`src/rtl/mbtrain_pkg.sv`:
```
// Shared MBTRAIN sequencing types: sequencer state encoding, default message
// width and the substate index map used to wire wrappers onto the sequencer.
package mbtrain_pkg;

    typedef enum logic [2:0] {
        ST_IDLE,
        ST_SELECT,
        ST_RUN,
        ST_GAP,
        ST_DONE,
        ST_ERROR
    } mbtrain_state_e;

    localparam int unsigned MBTRAIN_MSG_W = 4;

    // Service order of the MBTRAIN substate wrappers
    localparam int unsigned SELFCAL_IDX         = 0;
    localparam int unsigned VALVREF_IDX         = 1;
    localparam int unsigned DATAVREF_IDX        = 2;
    localparam int unsigned SPEEDIDLE_IDX       = 3;
    localparam int unsigned CLKCAL_IDX          = 4;
    localparam int unsigned VALTRAINCENTER_IDX  = 5;
    localparam int unsigned DATATRAINCENTER_IDX = 6;
    localparam int unsigned LINKSPEED_IDX       = 7;

endpackage

```
`src/rtl/mbtrain_msg_mux.sv`:
```
// Registered indexed select of one wrapper's sideband message/valid; the
// output registers read zero whenever the selection is not active.
module mbtrain_msg_mux
    import mbtrain_pkg::*;
#(
    parameter int unsigned N     = 4,
    parameter int unsigned MSG_W = MBTRAIN_MSG_W,
    parameter int unsigned IDX_W = $clog2(N)
) (
    input  logic               clk,
    input  logic               rst,
    input  logic               active,
    input  logic [IDX_W-1:0]   idx,
    input  logic [N-1:0]       valid_vec,
    input  logic [N*MSG_W-1:0] msg_vec,
    output logic [MSG_W-1:0]   msg_out,
    output logic               valid_out
);

    logic sel_valid;

    always_comb begin
        sel_valid = valid_vec[idx];
    end

    always_ff @(posedge clk) begin
        if (rst || !active) begin
            valid_out <= 1'b0;
            msg_out   <= '0;
        end else begin
            valid_out <= sel_valid;
            // Message is zeroed unless the selected wrapper flags it valid
            msg_out   <= sel_valid ? msg_vec[idx*MSG_W +: MSG_W] : '0;
        end
    end

endmodule

```
`src/rtl/mbtrain_substate_sequencer.sv`:
```
// Walks the MBTRAIN substate wrappers one at a time in index order and muxes
// the active wrapper's sideband traffic. Optional timeout: MBTRAIN_SEQ_TIMEOUT_EN.
module mbtrain_substate_sequencer
    import mbtrain_pkg::*;
#(
    parameter int unsigned NUM_SUBSTATES  = 8,
    parameter int unsigned MSG_W          = MBTRAIN_MSG_W,
    parameter int unsigned TIMEOUT_CYCLES = 4096
) (
    input  logic                             clk,
    input  logic                             rst,
    input  logic                             i_en,
    input  logic [NUM_SUBSTATES-1:0]         i_skip_mask,
    input  logic [NUM_SUBSTATES-1:0]         i_substate_ack,
    input  logic [NUM_SUBSTATES-1:0]         i_substate_valid,
    input  logic [NUM_SUBSTATES*MSG_W-1:0]   i_substate_msg,
    output logic [NUM_SUBSTATES-1:0]         o_substate_en,
    output logic [MSG_W-1:0]                 o_sideband_message,
    output logic                             o_valid,
    output logic [$clog2(NUM_SUBSTATES)-1:0] o_current_idx,
    output logic                             o_done,
    output logic                             o_timeout_err
);

    localparam int unsigned IDX_W = $clog2(NUM_SUBSTATES);
    localparam logic [IDX_W-1:0] LAST_IDX = IDX_W'(NUM_SUBSTATES - 1);

    if (NUM_SUBSTATES < 2 || NUM_SUBSTATES > 16 || TIMEOUT_CYCLES < 2) begin : g_param_check
        $error("mbtrain_substate_sequencer: parameter out of range");
    end

    mbtrain_state_e             state;
    logic [IDX_W-1:0]           idx;
    logic [NUM_SUBSTATES-1:0]   en_q;
    logic                       done_q;
    logic                       mux_active;

`ifdef MBTRAIN_SEQ_TIMEOUT_EN
    localparam int unsigned CNT_W = $clog2(TIMEOUT_CYCLES);
    localparam logic [CNT_W-1:0] CNT_LAST = CNT_W'(TIMEOUT_CYCLES - 1);

    logic [CNT_W-1:0] tmo_cnt;
    logic             tmo_err;
`endif

    // Dropping i_en clears everything exactly like reset does
    always_ff @(posedge clk) begin
        if (rst || !i_en) begin
            state  <= ST_IDLE;
            idx    <= '0;
            en_q   <= '0;
            done_q <= 1'b0;
`ifdef MBTRAIN_SEQ_TIMEOUT_EN
            tmo_cnt <= '0;
            tmo_err <= 1'b0;
`endif
        end else begin
            case (state)
                ST_IDLE: begin
                    state <= ST_SELECT;
                    idx   <= '0;
                end
                ST_SELECT: begin
                    if (i_skip_mask[idx]) begin
                        if (idx == LAST_IDX) begin
                            state  <= ST_DONE;
                            done_q <= 1'b1;
                        end else begin
                            idx <= idx + 1'b1;
                        end
                    end else begin
                        en_q  <= NUM_SUBSTATES'(1) << idx;
                        state <= ST_RUN;
`ifdef MBTRAIN_SEQ_TIMEOUT_EN
                        tmo_cnt <= '0;
`endif
                    end
                end
                ST_RUN: begin
                    if (i_substate_ack[idx]) begin
                        en_q  <= '0;
                        state <= ST_GAP;
                    end
`ifdef MBTRAIN_SEQ_TIMEOUT_EN
                    else if (tmo_cnt == CNT_LAST) begin
                        en_q    <= '0;
                        tmo_err <= 1'b1;
                        state   <= ST_ERROR;
                    end else begin
                        tmo_cnt <= tmo_cnt + 1'b1;
                    end
`endif
                end
                ST_GAP: begin
                    // One all-idle cycle lets the wrapper drop back to its own idle
                    if (idx == LAST_IDX) begin
                        state  <= ST_DONE;
                        done_q <= 1'b1;
                    end else begin
                        idx   <= idx + 1'b1;
                        state <= ST_SELECT;
                    end
                end
                ST_DONE, ST_ERROR: begin
                    state <= state;
                end
                default: begin
                    state <= ST_IDLE;
                end
            endcase
        end
    end

    always_comb begin
        mux_active = (state == ST_RUN) && i_en;
    end

    mbtrain_msg_mux #(
        .N     (NUM_SUBSTATES),
        .MSG_W (MSG_W),
        .IDX_W (IDX_W)
    ) u_msg_mux (
        .clk       (clk),
        .rst       (rst),
        .active    (mux_active),
        .idx       (idx),
        .valid_vec (i_substate_valid),
        .msg_vec   (i_substate_msg),
        .msg_out   (o_sideband_message),
        .valid_out (o_valid)
    );

    assign o_substate_en = en_q;
    assign o_current_idx = idx;
    assign o_done        = done_q;

`ifdef MBTRAIN_SEQ_TIMEOUT_EN
    assign o_timeout_err = tmo_err;
`else
    assign o_timeout_err = 1'b0;
`endif

endmodule

```
`config.mk`:
```
export PLATFORM = sky130hd
export DESIGN_NAME = mbtrain_substate_sequencer
export DESIGN_NICKNAME = d
export VERILOG_FILES = /design/src/rtl/mbtrain_pkg.sv /design/src/rtl/mbtrain_msg_mux.sv /design/src/rtl/mbtrain_substate_sequencer.sv
export SDC_FILE = /design/constraint.sdc
export NUM_CORES = 1
export LEC_CHECK = 0
export CORE_ASPECT_RATIO = 0.7
export CORE_MARGIN = 4
export CORE_UTILIZATION = 25
export CTS_CLUSTER_SIZE = 14
export DETAILED_ROUTE_END_ITERATION = 8
export MAX_ROUTING_LAYER = met4
export PLACE_DENSITY = 0.59
export SYNTH_ARGS = -nofsm -noshare
export SYNTH_HDL_FRONTEND = slang
export SYNTH_SLANG_ARGS = --single-unit
```
`constraint.sdc`:
```
create_clock -name clk -period 1.85 [get_ports clk]
set_input_delay 0.37 -clock clk [delete_from_list [all_inputs] [get_ports clk]]
set_output_delay 0.37 -clock clk [all_outputs]
set_load 0.005 [all_outputs]
```
=== After elaboration in Yosys (flattened, before gate mapping) ===
Index checks and enable logic that the tools add are counted.

* Register bits after elaboration: 20
* Bits of input ports: 59
* Output and inout port bits: 18
* Word-level logic and storage cells: 57

* $add $sub $neg: 1
* Magnitude comparators: 1
* Equal/unequal tests: 10
* Shifts and indexed selects: 2
* Mux-type cells: 20
* Bitwise logic cells: 2
* Reductions and logical operators: 15

{| class="wikitable"
|+ Operators by type and width
! operator !! number
|-
| variable part select 32 x 6 -> 4 bit || 1
|-
| 2-to-1 mux 3 bit || 6
|-
| 2-to-1 mux 8 bit || 2
|-
| one-hot mux 8 bit (2 select lines) || 1
|-
| one-hot mux 3 bit (5 select lines) || 1
|-
| binary-select mux 1 bit (select 3 bit) || 3
|-
| equality test 3 bit (second input constant) || 3
|-
| one-hot mux 3 bit (3 select lines) || 1
|-
| left shift 1 x 3 -> 8 bit (first input constant) || 1
|-
| equality test 3 x 2 -> 1 bit (second input constant) || 2
|-
| != test 2 bit (second input constant) || 3
|-
| AND reduction 3 bit || 2
|-
| 2-to-1 mux 1 bit || 5
|-
| < comparator 3 x 4 -> 1 bit (second input constant) || 1
|-
| AND reduction 2 bit || 2
|-
| nonzero test 2 bit || 2
|-
| OR reduction 2 bit || 2
|-
| adder 3 x 1 -> 3 bit (second input constant) || 1
|-
| equality test 3 x 1 -> 1 bit (second input constant) || 1
|-
| zero test 3 bit || 1
|-
| != test 3 bit (second input constant) || 1
|-
| nonzero test 3 bit || 1
|-
| zero test 1 bit || 2
|-
| logical OR 1 bit || 2
|-
| 3 further kinds || 4
|}

=== Depth between registers and ports, before layout ===
* Word-level depth: 5
* Gate-level depth with buffers: 6

=== Hierarchy ===
From an unflattened synthesis, not the netlist that was laid out.

* Cells, all modules: 131
* Area total of the unflattened synthesis: 1363.8 µm²

{| class="wikitable"
|+ Modules (own cells, without submodules)
! module !! times used !! cells each !! area each (µm²)
|-
| mbtrain_substate_sequencer || 1 || 98 || 933.4
|-
| mbtrain_msg_mux || 1 || 33 || 430.4
|}

=== Worst setup path before layout ===
Ideal clock, no wire load.

* Path type: register -> register
* Start point: register idx[0] (netlist: o_current_idx[0])
* End point: register idx[0] (netlist: o_current_idx[0])
* Setup time: 0.121 ns
* Arrival: 1.783 ns
* Required time: 1.729 ns
* Path slack: -0.055 ns
* Cell stages (with the launch flop): 6
* Path through: dfxtp_1 buf_6 mux4_2 mux2i_4 a311oi_2 mux2_4

* Cells in the longest elaborated chain, start to end: 4
* Elaborated cells on any way between the ends: 9
* Those cells by class: add/sub: 1; eq/ne: 2; mux: 5; reduce/logical: 1

{| class="wikitable"
|+ Ends and longest elaborated chain
! what !! RTL line !! text
|-
| from (decl) || mbtrain_substate_sequencer.sv:33 || <nowiki>logic [IDX_W-1:0] idx;</nowiki>
|-
| from (signal assigned) || mbtrain_substate_sequencer.sv:69 || <nowiki>idx <= idx + 1'b1;</nowiki>
|-
| from (signal assigned) || mbtrain_substate_sequencer.sv:100 || <nowiki>idx <= idx + 1'b1;</nowiki>
|-
| adder 3 x 1 -> 3 bit, or another cell as far along || mbtrain_substate_sequencer.sv:69, mbtrain_substate_sequencer.sv:100 ||
|-
| 2-to-1 mux 3 bit or 2-to-1 mux 1 bit (tied branches) || mbtrain_substate_sequencer.sv:65, mbtrain_substate_sequencer.sv:96, mbtrain_substate_sequencer.sv:64 ||
|-
| 2-to-1 mux 3 bit or != test 2 bit (tied branches) || -- ||
|-
| one-hot mux 3 bit (3 select lines) or AND reduction 2 bit (tied branches) || -- ||
|}

Parallel ways exist; a longest one is shown, timed or not. The select of a mux whose other input is x is not followed.
A chain may end at the register's enable or synchronous reset.

=== Worst setup path after layout ===
* Start point: input port i_substate_ack[6]
* End point: register en_q[4] (netlist: o_substate_en[4])

* Cells in the longest elaborated chain, start to end: 4

{| class="wikitable"
|+ Ends and longest elaborated chain
! what !! RTL line !! text
|-
| from (decl) || mbtrain_substate_sequencer.sv:14 || <nowiki>input logic [NUM_SUBSTATES-1:0] i_substate_ack,</nowiki>
|-
| binary-select mux 1 bit (select 3 bit) || mbtrain_substate_sequencer.sv:80 || <nowiki>if (i_substate_ack[idx]) begin</nowiki>
|-
| 2-to-1 mux 1 bit (implied by the code) || mbtrain_substate_sequencer.sv:80 ||
|-
| != test 2 bit (no source line) || -- ||
|-
| AND reduction 3 bit (no source line) || -- ||
|-
| to (signal assigned) || mbtrain_substate_sequencer.sv:72 || <nowiki>en_q <= NUM_SUBSTATES'(1) << idx;</nowiki>
|-
| to (decl) || mbtrain_substate_sequencer.sv:34 || <nowiki>logic [NUM_SUBSTATES-1:0] en_q;</nowiki>
|}

No other way between the ends. The select of a mux whose other input is x is not followed.

==> impl_metrics.env <==
export IMPL_ys_warn_count=0
export IMPL_post_cts_buffers=0
export IMPL_clock_skew_ps=3.56
export IMPL_syn_avg_cell_area_um2=10.8
export IMPL_synthArstFlopShare=0
export IMPL_drive_gt1_frac=0.221
export IMPL_cpMaxStageDelayCell="mux4_2"
export IMPL_max_stage_delay_ps=480
export IMPL_vias=1273
export IMPL_ios=77
export IMPL_clkSinkCount=20
export IMPL_drt_total_wl_um=3780
export IMPL_min_period_ps=1860
export IMPL_fin_ws_ps=-11.0
export IMPL_synth_top_area_frac=0.298
export IMPL_synth_cell_types=39
export IMPL_dpl_cell_area_um2=2280
export IMPL_yosysSeqAreaShare=0.298
export IMPL_synth_seq_cells=20
export IMPL_die_w_um=95.7
export IMPL_hold_violations=0
export IMPL_io_buffers=75
export IMPL_setup_viol=4
export IMPL_failed_checks="negative setup slack"
export IMPL_dieHeight_um=69.4
export IMPL_arrival_ps=2070
export IMPL_whs_ps=461
export IMPL_max_vdd_ir_drop_mv=0.252
export IMPL_synth_cells=124
export IMPL_drcViolationCount=0
export IMPL_syn_nets=189
export IMPL_grt_use_total=0.118
export IMPL_wl_met1_um=1820
export IMPL_power_density_nw_per_um2=469
export IMPL_cts_tree="built"
export IMPL_core_area_um2=5230
export IMPL_gp_congestion=0.792
export IMPL_fin_tns_setup_ps=-30.6
export IMPL_ys_flop_type="dfxtp_1"
export IMPL_synthesis_area_um2=1350
export IMPL_final_core_util=0.455
export IMPL_drtPass1Iterations=5
export IMPL_dieArea_um2=6640
export IMPL_fin_area_um2=2380
export IMPL_wl_per_cell_um=13.5
export IMPL_rsz0062_at_grt="yes"
export IMPL_start_kind="input port"
export IMPL_cts_buffers=3
export IMPL_viasPerCell=4.55
export IMPL_drtAntennaViolNets=0
export IMPL_crit_chain="clkdlybuf4s50_1 -> mux4_2 -> a221o_1 -> a21oi_4 -> a32o_1"
export IMPL_leakage_uw=0.000915
export IMPL_fin_crit_sh=1.01
export IMPL_layout_nets=274
export IMPL_synth_most_common_cell="dfxtp_1"
export IMPL_std_cell_rows=22
export IMPL_drt_iter0_markers=35
export IMPL_area_delta_synth_final_pct=76.9
export IMPL_clockBufferDepth=2
export IMPL_yosys_top_cells_area="dfxtp_1, mux4_2, ha_1, a32o_1, nand2_1"
export IMPL_grt_pass1_wl_um=5930
export IMPL_cts_htree_levels=1
export IMPL_status="complete, but fails checks"
export IMPL_grt_max_degree=14
export IMPL_critPathKind="input port to flop"
export IMPL_met2_wirelength_um=1580
export IMPL_max_freq_mhz=537
export IMPL_wl_met3_um=330
export IMPL_synthTopCellsByCount="dfxtp_1, nand2_1, mux4_2"
export IMPL_cts_root_buffer="clkbuf_8"
export IMPL_hold_buffers=0
export IMPL_routed_top_layer="met4"
export IMPL_diodes=0
export IMPL_hold_class="flop to flop"
export IMPL_slew_violations=0
export IMPL_yosysTopAreaCell="dfxtp_1"
export IMPL_worstPathRequired_ps=2060
export IMPL_nFillCells=505
export IMPL_grt_ovfl_total=0
export IMPL_path_max_fanout=8
export IMPL_dp_final_hpwl_um=3100
export IMPL_drv_cap=0
export IMPL_start_util=0.257
export IMPL_insertion_delay_ps=260
export IMPL_antenna_found_initial=0
export IMPL_critPathCaptureType="flop"
export IMPL_synth_edf_count=0
export IMPL_grt_pass1_vias=1294
export IMPL_path_clk_slew_ps=80
==> path summary, 6_finish.rpt <==
path	start	to	slack, ps	cells after the start
max	i_substate_ack[6]	o_substate_en[4]	-10	5
min	o_done	o_done	460	2
max reg2reg	o_current_idx[0]	o_substate_en[4]	20	4
min reg2reg	o_done	o_done	460	2
==> per-layer routing <==
| metal | up-vias | global-route usage |
|---|---|---|
| met4 | 0 | 0.0331 |
| met1 | 574 | 0.166 |
| met2 | 58 | 0.166 |
| li1 | 636 | - |
| met3 | 5 | 0.0293 |
| met5 | - | - |
==> power breakdown <==
group	total, uW	internal, uW	switching (uW)
Clock	441	289	152
Sequential	442	432	10.6
Combinational	234	171	63.2
Total	1120	891	226
==> registers in the layout (all words and copies together), names as in the netlist <==
name,flops
state,3
o_current_idx,3
u_msg_mux.msg_out,4
o_done,1
o_substate_en,8
u_msg_mux.valid_out,1
==> cell type report <==
type	instances	area [um2]	share of cell area
well taps	72	90.1	0.0379
flip-flops and latches	20	409	0.172
inverters	6	22.5	0.00946
clock inverters	1	30.0	0.0126
clock buffers	3	41.3	0.0174
multi-input cells	86	881	0.370
repair buffers	92	906	0.381
==> cell usage in the layout, fill, tap and decap left out, types with 2 or more instances in the layout <==
cell type,count
clkdlybuf4s50_1,69
nand2_1,16
a22o_1,2
dfxtp_1,17
inv_1,6
nand2b_1,2
mux4_2,14
dlygate4sd2_1,2
nor3_1,3
dfxtp_4,2
nor2b_1,3
clkbuf_8,3
dlymetal6s2s_1,4
buf_6,2
a21oi_1,6
mux2_4,3
nor2_1,4
ha_1,6
buf_4,14
a32o_1,5
==> cells by family (layout without fill, tap and decap cells) <==
family,count (synthesis),after routing,share of synthesized area
other,1,1,0.00279
buffers and inverters,18,102,0.0633
muxes,19,19,0.289
DFF,20,20,0.298
adders and majority gates,6,6,0.0558
and+or+nand+nor,34,34,0.128
AOI/OAI and AO/OA,26,26,0.163
==> through the flow <==
step,power [uW],worst slack (ps),cells
3_3_place_gp,689,-262,277
4_1_cts,1130,12.0,281
5_1_grt,1170,-45.2,280
6_report,1120,-11.0,280
2_1_floorplan,544,4.97,124
3_5_place_dp,690,-290,277
==> critical path: cells and delay by family <==
family | cells | cell delay [ps]
mux | 1 | 480
buf+inv | 1 | 400
compound gates | 3 | 820
==> repair_timing <==
action / in CTS / in global routing
setup endpoints to repair: 13 / 15
gates resized for setup: 5 / 11
pin swaps: 1 / 5
Note: power is estimated with default switching activity, not from simulation.
